**src/rtl/moore_seq_det_pkg.sv**
```systemverilog
// Shared helpers and reset constants for the parametrised Moore sequence detector.
package moore_seq_det_pkg;

    localparam logic PAT_RST_BIT = 1'b0;
    localparam logic OVERLAP_RST = 1'b1;

    function automatic int state_w(input int pat_w);
        return $clog2(pat_w + 1);
    endfunction

endpackage

```
**src/rtl/seq_prefix_match.sv**
```systemverilog
// Combinational next-state finder: longest pattern prefix (<= smax) that ends the window {hist, b}.
module seq_prefix_match
    import moore_seq_det_pkg::*;
#(
    parameter int PAT_W = 4,
    parameter int SW    = state_w(PAT_W)
) (
    input  logic [PAT_W-1:0] hist,
    input  logic             b,
    input  logic [PAT_W-1:0] pattern,
    input  logic [SW-1:0]    smax,
    output logic [SW-1:0]    s_next
);

    logic [PAT_W:0] win;
    logic [PAT_W:1] hit;

    assign win = {hist, b};

    for (genvar k = 1; k <= PAT_W; k++) begin : g_cmp
        assign hit[k] = (win[k-1:0] == pattern[PAT_W-1 -: k]) && (SW'(k) <= smax);
    end

    // Ascending scan so the longest qualifying prefix wins.
    always_comb begin
        s_next = '0;
        for (int k = 1; k <= PAT_W; k++) begin
            if (hit[k]) s_next = SW'(k);
        end
    end

endmodule

```
**src/rtl/moore_seq_det.sv**
```systemverilog
// Moore serial sequence detector with loadable pattern, overlap mode and saturating match count.
module moore_seq_det
    import moore_seq_det_pkg::*;
#(
    parameter int PAT_W = 4,
    parameter int CNT_W = 8
) (
    input  logic                       clock,
    input  logic                       reset,
    input  logic                       x_in,
    input  logic                       x_valid,
    input  logic [PAT_W-1:0]           pattern,
    input  logic                       overlap,
    input  logic                       load,
    output logic                       y_out,
    output logic [state_w(PAT_W)-1:0]  state_out,
    output logic [CNT_W-1:0]           match_count
);

    localparam int SW = state_w(PAT_W);
    localparam logic [SW-1:0] S_MATCH = SW'(PAT_W);

    logic [SW-1:0]    s;
    logic [SW-1:0]    smax;
    logic [SW-1:0]    s_next;
    logic [PAT_W-1:0] hist;
    logic [PAT_W-1:0] pat_r;
    logic             ovl_r;
    logic             y_r;
    logic [CNT_W-1:0] cnt;

    // Leaving MATCH without overlap restarts from the new bit alone.
    always_comb begin
        smax = s + SW'(1);
        if (s == S_MATCH) smax = ovl_r ? S_MATCH : SW'(1);
    end

    seq_prefix_match #(.PAT_W(PAT_W), .SW(SW)) u_match (
        .hist    (hist),
        .b       (x_in),
        .pattern (pat_r),
        .smax    (smax),
        .s_next  (s_next)
    );

    always_ff @(posedge clock) begin
        if (reset) begin
            s     <= '0;
            hist  <= '0;
            pat_r <= {PAT_W{PAT_RST_BIT}};
            ovl_r <= OVERLAP_RST;
            y_r   <= 1'b0;
            cnt   <= '0;
        end else if (load) begin
            s     <= '0;
            hist  <= '0;
            pat_r <= pattern;
            ovl_r <= overlap;
            y_r   <= 1'b0;
            cnt   <= '0;
        end else if (x_valid) begin
            s    <= s_next;
            hist <= {hist[PAT_W-2:0], x_in};
            y_r  <= (s_next == S_MATCH);
            if (s_next == S_MATCH && cnt != '1) cnt <= cnt + CNT_W'(1);
        end
    end

    assign y_out       = y_r;
    assign state_out   = s;
    assign match_count = cnt;

endmodule

```
**config.mk**
```make
export PLATFORM = sky130hd
export DESIGN_NAME = moore_seq_det
export DESIGN_NICKNAME = d
export VERILOG_FILES = /design/src/rtl/moore_seq_det_pkg.sv /design/src/rtl/seq_prefix_match.sv /design/src/rtl/moore_seq_det.sv
export SDC_FILE = /design/constraint.sdc
export NUM_CORES = 1
export LEC_CHECK = 0
export CELL_PAD_IN_SITES_DETAIL_PLACEMENT = 2
export CELL_PAD_IN_SITES_GLOBAL_PLACEMENT = 2
export CORE_ASPECT_RATIO = 0.9
export CORE_MARGIN = 1
export CORE_UTILIZATION = 30
export DETAILED_ROUTE_END_ITERATION = 16
export GPL_ROUTABILITY_DRIVEN = 0
export HOLD_SLACK_MARGIN = 0.02
export PLACE_DENSITY_LB_ADDON = 0.25
export SYNTH_ARGS = -nofsm -noshare
export SYNTH_HDL_FRONTEND = slang
export SYNTH_SLANG_ARGS = --single-unit
```
**constraint.sdc**
```tcl
create_clock -name clock -period 2.6 [get_ports clock]
set_clock_uncertainty 0.15 [all_clocks]
set_input_delay 0.52 -clock clock [delete_from_list [all_inputs] [get_ports clock]]
set_output_delay 0.52 -clock clock [all_outputs]
set_load 0.01 [all_outputs]
```
==> summary.md <==
| Metric | Value |
|---|---|
| FFs w/ async S/R, synth | `0%` |
| Psw | `0.170 mW` |
| Worst Path Arrival | `about 2.3 ns` |
| Cell taking the most area after synthesis | `dfxtp_1` |
| Fin crit period | `2.25 ns` |
| Final hold viol count | `0` |
| Clock network fraction of design power | `35.6%` |
| Detailed Route WL | `around 3200 um` |
| Syn Inst Count | `roughly 140` |
| Initial antenna violation count | `0` |
| Clock sinks | `19` |
| Rows | `21` |
| Pint | `approximately 0.45 mW` |
| Worst path slowest cell | `clkdlybuf4s50_1` |
| Setup Buffers After CTS | `0` |
| Reg power frac | `about half` |
| Placed inst area | `0.00145 mm2` |
| Share of cells above drive strength 1 | `12.7%` |
| N_diodes | `0` |
| Hold Crit Class | `register to register` |
| Critical Path, Cell by Cell | `clkdlybuf4s50_1 > xor2_1 > nor4_4 > nand3_1 > o21ba_2 > a211oi_1` |
| First-pass GRT wire length | `5310 um` |
| Pwr dens | `about 420 mW/mm2` |
| Top post-synthesis cells by area | `dfxtp_1, mux2i_1, xor2_1` |
| GRT overflow | `0` |
| Hold-fix buffers, CTS | `0` |
| RSZ-0062 raised after global routing | `no` |
| #FFs+latches synth | `19` |
| Worst reg-to-reg setup slack | `between 0.3 and 0.4 ns` |
| Non-filler instance count after layout | `around 200` |
| CTS HTree Levels | `1` |
| Critical path type | `input pin to register` |
| Fmax | `approximately 450 MHz` |
| Avg Cell Area, Syn | `between 8 and 9 um2` |
| Final Cycle Share | `86.4%` |
| Die height | `slightly above 60 um` |
| DP Cell Count | `200` |
| Max Slew Vio Count | `0` |
| CTS tree | `built` |
| Net Count, Synth | `148` |
| Initial DRC count | `18` |
| Drt wl/cell | `15.8 um` |
| Leak pwr | `between 0.5 and 0.6 nW` |
| Final Setup Violations | `0` |
| Layout Nets | `about 170` |
| Utilization after layout | `about two fifths` |
| Measured slew at the worst slew-check pin | `approximately 0.51 ns` |
| Netlist cell types | `43` |
| Resize count post-CTS | `0` |
| Post-DP HPWL | `between 2000 and 2500 um` |
| Top FF cell, synth | `dfxtp_1` |
| Die area | `between 0.004 and 0.005 mm2` |
| Top Ports | `22` |
| Register area share after synthesis | `32.3%` |
| IO buf count | `21` |
| Sw Ratio | `between 20% and 30%` |
| Initial Util | `between 30% and 40%` |
| Die Width | `68.0 um` |
| Post-synth top area share | `roughly 32%` |
| Area growth from synthesis to layout | `27.1%` |
| Vias/cell | `5.37` |
| TritonRoute pass-1 iters | `4` |
| Vias in the first global route | `1086` |
| Cts bufs inserted | `3` |
| Critical Path RT | `about 2.6 ns` |
| Crit. End Element | `register` |
| Post-synth EDFFs | `0` |
| Max-Cap Viols | `0` |
| Clock Path Buffers | `2` |
| VDD IR max | `around 0.19 mV` |
| Startpoint Class | `input pin` |
| Post-route ant nets | `0` |
| Status | `completed` |
| Core area | `about 0.0037 mm2` |
| Largest net degree at the start of global routing | `13` |
| # DRC | `0` |
| Combinational power share | `14.8%` |
| Synth warn | `0` |
| TNS Setup | `0 ns` |
| # fillers | `430` |
| Root Driver | `clkbuf_8` |
| Critical Path Fanout Max | `5` |
| GRT Util Overall | `between 10% and 20%` |
| Most frequent cells in the layout | `clkdlybuf4s50_1, dfxtp_1, nor2_1` |
| Commonest non-fill, non-tap cell in the layout | `clkdlybuf4s50_1` |
| Mapped Area | `0.00118 mm2` |
| Rel. slew slack | `65.8%` |
| Latest clock arrival within the worst-skew pair | `roughly 0.27 ns` |
| Fin area | `0.00150 mm2` |
| Routed via count | `around 1100` |
| Crit-path max cell delay | `0.50 ns` |
| Clock-pin slew on the worst setup and hold paths | `0.08 ns` |
==> cell usage after synthesis (all sizes together), types with 4 or more instances <==
cell type	count
nand2	10
mux2i	7
a21oi	9
dfxtp	19
nand3	5
inv	4
xor2	8
clkbuf	4
nor2	11
nand4	4
nand2b	4
buf	5
==> cell families (layout without fill, tap and decap cells) <==
kind of cell,after synthesis,in the layout,share of synthesized area (%)
buffers and inverters,13,36,5.52
AO/OA/AOI/OAI,33,33,19.7
multiplexers,7,7,5.95
flip-flops,19,19,32.3
AND/OR/NAND/NOR,49,49,24.5
adder cells (fa/ha/maj),3,3,3.19
XOR/XNOR,11,11,8.82
==> worst paths after layout <==
check / from / to / cells past startpoint
max reg2reg: pat_r[2] / match_count[6] / 5
min reg2reg: match_count[5] / match_count[5] / 2
min: match_count[5] / match_count[5] / 2
max: x_in / match_count[6] / 6
==> critical path, delay by kind of cell <==
| kind | cells | cell delay [ns] |
|---|---|---|
| buffers and inverters | 1 | 0.50 |
| AO/OA/AOI/OAI | 2 | 0.47 |
| AND/OR/NAND/NOR | 2 | 0.56 |
| XOR/XNOR | 1 | 0.22 |
==> state kept, by name, summed over array words and instances, names as in the netlist <==
| name | cells |
|---|---|
| match_count | 8 |
| pat_r | 4 |
| hist | 3 |
| state_out | 2 |
| ovl_r | 1 |
| y_out | 1 |
==> cell type report <==
type                            instances  area [um2]  share of cell area, %
Multi-Input combinational cell        103         732                   48.9
Sequential cell                        19         380                   25.4
Timing Repair Buffer                   28         263                   17.6
Tap cell                               46        57.6                   3.85
Clock buffer                            3        41.3                   2.76
Inverter                                4        15.0                   1.00
Clock inverter                          1        7.51                  0.502
==> power by group through the flow <==
stage | registers, mW | logic, mW | clock network (mW)
3_5_place_dp | 0.316 | 0.0934 | 0
3_3_place_gp | 0.315 | 0.0897 | 0
4_1_cts | 0.309 | 0.0938 | 0.228
5_1_grt | 0.310 | 0.103 | 0.244
2_1_floorplan | 0.309 | 0.0651 | 0
6_report | 0.309 | 0.0926 | 0.222
==> per-stage QoR <==
stage / hold WS (ns) / setup slack, ns / total power, mW
detailed placement: 0.344 / 0.0721 / 0.410
global placement: 0.325 / 0.128 / 0.405
CTS: 0.360 / 0.331 / 0.631
global route: 0.384 / 0.192 / 0.658
finish: 0.356 / 0.353 / 0.624
floorplan: 0.331 / 0.548 / 0.374
==> metal layers <==
metal / global-route usage (%) / vias up / wire, um
met3: 4.44 / 4 / 100
met4: 1.79 / 0 / 12
met2: 30.5 / 16 / 1610
met5: 0 / - / 0
li1: - / 534 / -
met1: 21.9 / 541 / 1500
Note: power is estimated with default switching activity, not from simulation.
